[src/rtl/alu_pkg.sv]
// ----------------------------------------------------------------------------
// alu_pkg
// Shared definitions for the ALU slice: the default operand width and the
// 2-bit operation codes decoded by alu_core.
// ----------------------------------------------------------------------------
package alu_pkg;

    // Default operand / result width in bits.
    localparam int ALU_WIDTH = 4;

    // Operation select encoding carried on the 'sel' port.
    typedef enum logic [1:0] {
        OP_ADD = 2'b00,
        OP_AND = 2'b01,
        OP_OR  = 2'b10,
        OP_XOR = 2'b11
    } alu_op_e;

endpackage : alu_pkg

[src/rtl/alu_core.sv]
// ----------------------------------------------------------------------------
// alu_core
// Purely combinational ALU datapath.
//
// Ports:
//   a      in  [WIDTH-1:0]  operand A, unsigned
//   b      in  [WIDTH-1:0]  operand B, unsigned
//   sel    in  [1:0]        operation select (see alu_pkg::alu_op_e)
//   result out [WIDTH-1:0]  operation result, ADD wraps modulo 2^WIDTH
//   carry  out              carry-out of ADD, 0 for logic operations
// ----------------------------------------------------------------------------
module alu_core
    import alu_pkg::*;
#(
    parameter int WIDTH = ALU_WIDTH
) (
    input  logic [WIDTH-1:0] a,
    input  logic [WIDTH-1:0] b,
    input  logic [1:0]       sel,
    output logic [WIDTH-1:0] result,
    output logic             carry
);

    // One extra bit so the adder's carry-out is kept rather than truncated.
    logic [WIDTH:0] sum;

    assign sum = {1'b0, a} + {1'b0, b};

    always_comb begin
        // NOTE: every output gets a default before the case so no path can
        // leave it unassigned; that is what keeps this block free of latches.
        result = '0;
        carry  = 1'b0;
        case (alu_op_e'(sel))
            OP_ADD: begin
                result = sum[WIDTH-1:0];
                carry  = sum[WIDTH];
            end
            OP_AND: result = a & b;
            OP_OR:  result = a | b;
            OP_XOR: result = a ^ b;
            default: begin
                result = '0;
                carry  = 1'b0;
            end
        endcase
    end

endmodule : alu_core

[src/rtl/alu.sv]
// ----------------------------------------------------------------------------
// alu
// Single-cycle-latency registered ALU. Operands are sampled on a rising edge
// with in_valid high; the result, carry and zero flag appear after that edge
// together with a one-cycle out_valid pulse. With in_valid low the outputs
// hold. No backpressure: one operation may be accepted every cycle.
//
// Ports:
//   clk       in                single clock, rising edge
//   rst       in                synchronous, active-high reset
//   in_valid  in                a, b, sel are accepted this cycle when high
//   a         in  [WIDTH-1:0]   operand A, unsigned
//   b         in  [WIDTH-1:0]   operand B, unsigned
//   sel       in  [1:0]         00 ADD, 01 AND, 10 OR, 11 XOR
//   result    out [WIDTH-1:0]   registered result
//   carry     out               registered ADD carry-out, 0 for logic ops
//   zero      out               high while the registered result is 0
//   out_valid out               one-cycle pulse per accepted operation
// ----------------------------------------------------------------------------
module alu
    import alu_pkg::*;
#(
    parameter int WIDTH = ALU_WIDTH
) (
    input  logic             clk,
    input  logic             rst,
    input  logic             in_valid,
    input  logic [WIDTH-1:0] a,
    input  logic [WIDTH-1:0] b,
    input  logic [1:0]       sel,
    output logic [WIDTH-1:0] result,
    output logic             carry,
    output logic             zero,
    output logic             out_valid
);

    logic [WIDTH-1:0] core_result;
    logic             core_carry;

    alu_core #(
        .WIDTH (WIDTH)
    ) u_core (
        .a      (a),
        .b      (b),
        .sel    (sel),
        .result (core_result),
        .carry  (core_carry)
    );

    // NOTE: state registers use non-blocking assignments so every flop in
    // this block updates from pre-edge values, independent of statement order.
    always_ff @(posedge clk) begin
        // NOTE: reset is synchronous and wins over in_valid, so an operation
        // presented during reset is dropped rather than registered.
        if (rst) begin
            result    <= '0;
            carry     <= 1'b0;
            out_valid <= 1'b0;
        end else begin
            out_valid <= in_valid;
            // Load only on accepted operations; the registers hold otherwise,
            // which also keeps undriven inputs during idle cycles out of them.
            if (in_valid) begin
                result <= core_result;
                carry  <= core_carry;
            end
        end
    end

    // Derived from the registered value, so it reads 1 straight out of reset.
    assign zero = (result == '0);

endmodule : alu

[config.mk]
export PLATFORM = sky130hd
export DESIGN_NAME = alu
export DESIGN_NICKNAME = d
export VERILOG_FILES = /design/src/rtl/alu_pkg.sv /design/src/rtl/alu_core.sv /design/src/rtl/alu.sv
export SDC_FILE = /design/constraint.sdc
export NUM_CORES = 1
export LEC_CHECK = 0
export ABC_AREA = 0
export CAP_MARGIN = 20
export CORE_AREA = 2 2 39 41
export CTS_CLUSTER_DIAMETER = 60
export DETAILED_ROUTE_END_ITERATION = 10
export DIE_AREA = 0 0 41 43
export DONT_BUFFER_PORTS = 1
export HOLD_SLACK_MARGIN = 0.15
export SKIP_LAST_GASP = 1
export SLEW_MARGIN = 20
export SYNTH_ARGS = -nofsm -noshare
export SYNTH_HDL_FRONTEND = slang
export SYNTH_SLANG_ARGS = --single-unit
[constraint.sdc]
create_clock -name clk -period 2.9 [get_ports clk]
set_input_delay 0.58 -clock clk [delete_from_list [all_inputs] [get_ports clk]]
set_output_delay 0.58 -clock clk [all_outputs]
set_load 0.005 [all_outputs]
==> results.toml <==
[outcome]
status = "complete, no violations"

[worst_setup_path]
worst-r2r-setup-slack_ns = 2.00
path_class = "primary input to flip-flop"
cpLargestDelayFamily = "adder cells"
worst-endpoint-required_ns = 3.02
critical_path.n_buffers_inverters = 0
cpMaxStageDelayCell = "or4_1"
timing.rr.end = "result[3]"
r2r-start = "result[3]"
cell_by_cell_trace_of_the_critical_path = "ha_1 -> fa_1 -> or4_1 -> o2111ai_1 -> o32ai_1"
critical-path-max-stage-delay_ns = 0.53
critical_path.endpoint_type = "flip-flop"
critPathLaunchType = "primary input"
critical_path_peak_fanout = 3
timing.reg2reg.worst_path_depth = 3
startpoint = "a[0]"
arrival_ns = 1.96

[synthesis]
yosys_warnings = 0
synth.avg_cell_area_um2 = 8.64
net_count_of_the_mapped_netlist = 88
yosys.area_share.simple = 0.221
synth-seq-cells = 6
synth_top_area_share = 0.211
yosys.area.top_type = "dfxtp_1"
synth_mux_area_frac = 0.0461
yosys.area_share.adder = 0.211
syn-cell-area_um2 = 571
synth-seq-area-share = 0.211
netlist_instances = 66
synth_top_family_by_area = "simple AND/OR/NAND/NOR gates"
synth-compound-area-share = 0.197
synth_area_leaders = "dfxtp_1 (21%), ha_1 (18%), inv_1 (8.6%)"
yosys.area_share.xor_xnor = 0
distinct_cell_type_count_after_synthesis = 30

[global_route]
global_route_wire_length_before_repair_um = 1640
first_global_vias = 447
global_route.overflow_total = 0
grt_max_degree = 17
grt_use_total = 0.136
grt_antenna_before_repair = 0

[min_path]
worstHoldStart = "rst"
hold_path.class = "primary input to flip-flop"
hold_depth = 1
timing.hold.worst_endpoint = "result[0]"

[pwr]
pwr-share-seq = 0.432
pwr-share-comb = 0.218
total_power_of_the_final_layout_mw = 0.219
sw_frac_of_total = 0.264
ir_worst_vdd_uv = 114
p_int_mw = 0.161
leak_nw = 0.289
pwr_density_cell_mw_per_mm2 = 366
relative_contribution_of_the_clock_network_to_total_power = 0.349
switchingPower_mw = 0.0577

[placed_design]
place.port_buffers = 0
place_hpwl_um = 892
gp_congestion = 0.733

[detailed_routing]
first_iter_violations = 9
sum_of_routed_wire_length_over_all_layers_um = 1110
final_antenna_net_count = 0
route.detailed.wl_per_inst_um = 13.4
drtPass1Iterations = 4
drc = 0
num_vias = 468
detail_route.vias_per_cell = 5.64

[cts]
cts.sinks = 6
insertion_delay_ns = 0.25
tritoncts = "built"
clk_root_buffer_cell = "clkbuf_4"
cts_htree_levels = 1
cts_made_buffers = 3
cts_hold_bufs = 0
clkSlewWorstSetupHoldPaths_ns = 0.04
cts-root-to-sink-buffers = 2
post_cts.resized_instances = 0
post-cts-setup-buffer-count = 0

[timing]
setup_viol_count_final = 0
worst_slew_pin_slew_ns = 0.327
relSlewSlack = 0.780
holdWs_ns = 0.432
rsz_0062_raised_after_global_routing = "false"
clock_skew_ns = 0
timing.final.hold_violations = 0
period_needed_ns = 1.84
timing.final.max_slew_violations = 0
max_freq_mhz = 545
post-route-period-util = 0.633
final_total_negative_setup_slack_ns = 0

[floorplanning]
design.core.area_mm2 = 0.00138
die_width_um = 41
die_area_mm2 = 0.00176
placement_rows = 14
io_pins = 20
die_h_um = 43
initial_utilization = 0.412

[finish]
area_delta_synth_final_pct = 4.61
commonest_non_fill_non_tap_cell_in_the_layout = "inv_1"
most-common-layout-cells = "inv_1 (13), ha_1 (8), dfxtp_1 (6)"
finish.utilization = 0.431
fillCellCount = 145
drive_above_1_share = 0.0597
finalNetCount = 91
insertedDiodeCount = 0

[run]
drv_cap = 0
## through the flow
step / setup slack [ns] / area (um2) / cells
2_1_floorplan: 0.901 / 571 / 66
4_1_cts: 1.07 / 597 / 83
3_5_place_dp: 0.811 / 574 / 80
6_report: 1.06 / 597 / 83
5_1_grt: 1.02 / 597 / 83
3_3_place_gp: 0.820 / 574 / 80
## flip-flops by register name (all words and copies together) (netlist names)
name	flops
result	4
carry	1
out_valid	1
## cells in the mapped netlist
cell and number:
mux4_1 1, nand3b_1 2, o211ai_1 1, fa_1 1
nor2b_1 1, nand4b_1 1, a211oi_1 1, o41ai_1 1
o21bai_1 1, a311oi_1 1, a21oi_1 3, nor3b_1 1
buf_2 1, and3b_2 1, buf_6 1, dfxtp_1 6
nand2b_1 5, inv_1 13, nand3_1 2, a21o_1 2
or4_1 1, nand2_1 3, nor4_1 1, ha_1 8
a21boi_0 1, or3_1 1, o2111ai_1 1, o32ai_1 2
and3_1 1, a211o_1 1
## layer usage
layer  vias up  GRT usage  share of wire
met5         -          0              0
li1        239          -              -
met1       206      0.168           0.45
met4         0      0.100          0.038
met2        19      0.197           0.43
met3         4     0.0262          0.085
## worst register-to-register path, cell delays in order (launching register included)
cell and delay [ns]:
dfxtp_1 0.33, o21bai_1 0.23, nand4b_1 0.15, o211ai_1 0.08
## layout make-up
cell class / count / area, um2 / area share
Multi-Input combinational cell: 45 / 385 / 0.646
Sequential cell: 6 / 120 / 0.201
Inverter: 13 / 48.8 / 0.0818
Clock buffer: 3 / 22.5 / 0.0377
Tap cell: 16 / 20.0 / 0.0335
## worst max path at each step
stage / endpoint / slack (ns) / cells after the start
6_report: result[2] / 1.06 / 5
5_1_grt: result[2] / 1.02 / 5
4_1_cts: result[2] / 1.07 / 5
3_5_place_dp: result[2] / 0.81 / 5
3_3_place_gp: result[2] / 0.82 / 5
2_1_floorplan: result[2] / 0.90 / 5
## cells by family after synthesis
kind of cell	after synthesis
AO/OA/AOI/OAI	15
adder cells (fa/ha/maj)	9
multiplexers	1
flip-flops	6
buffers and inverters	15
AND/OR/NAND/NOR	20
## power groups by stage
stage | Combinational, mW | Clock (mW) | Sequential [mW]
2_1_floorplan | 0.0438 | 0 | 0.0947
4_1_cts | 0.0481 | 0.0777 | 0.0947
3_3_place_gp | 0.0468 | 0 | 0.0959
3_5_place_dp | 0.0477 | 0 | 0.0962
6_report | 0.0477 | 0.0764 | 0.0945
5_1_grt | 0.0540 | 0.0819 | 0.0962
No activity file was read; power rests on OpenSTA's default activity.
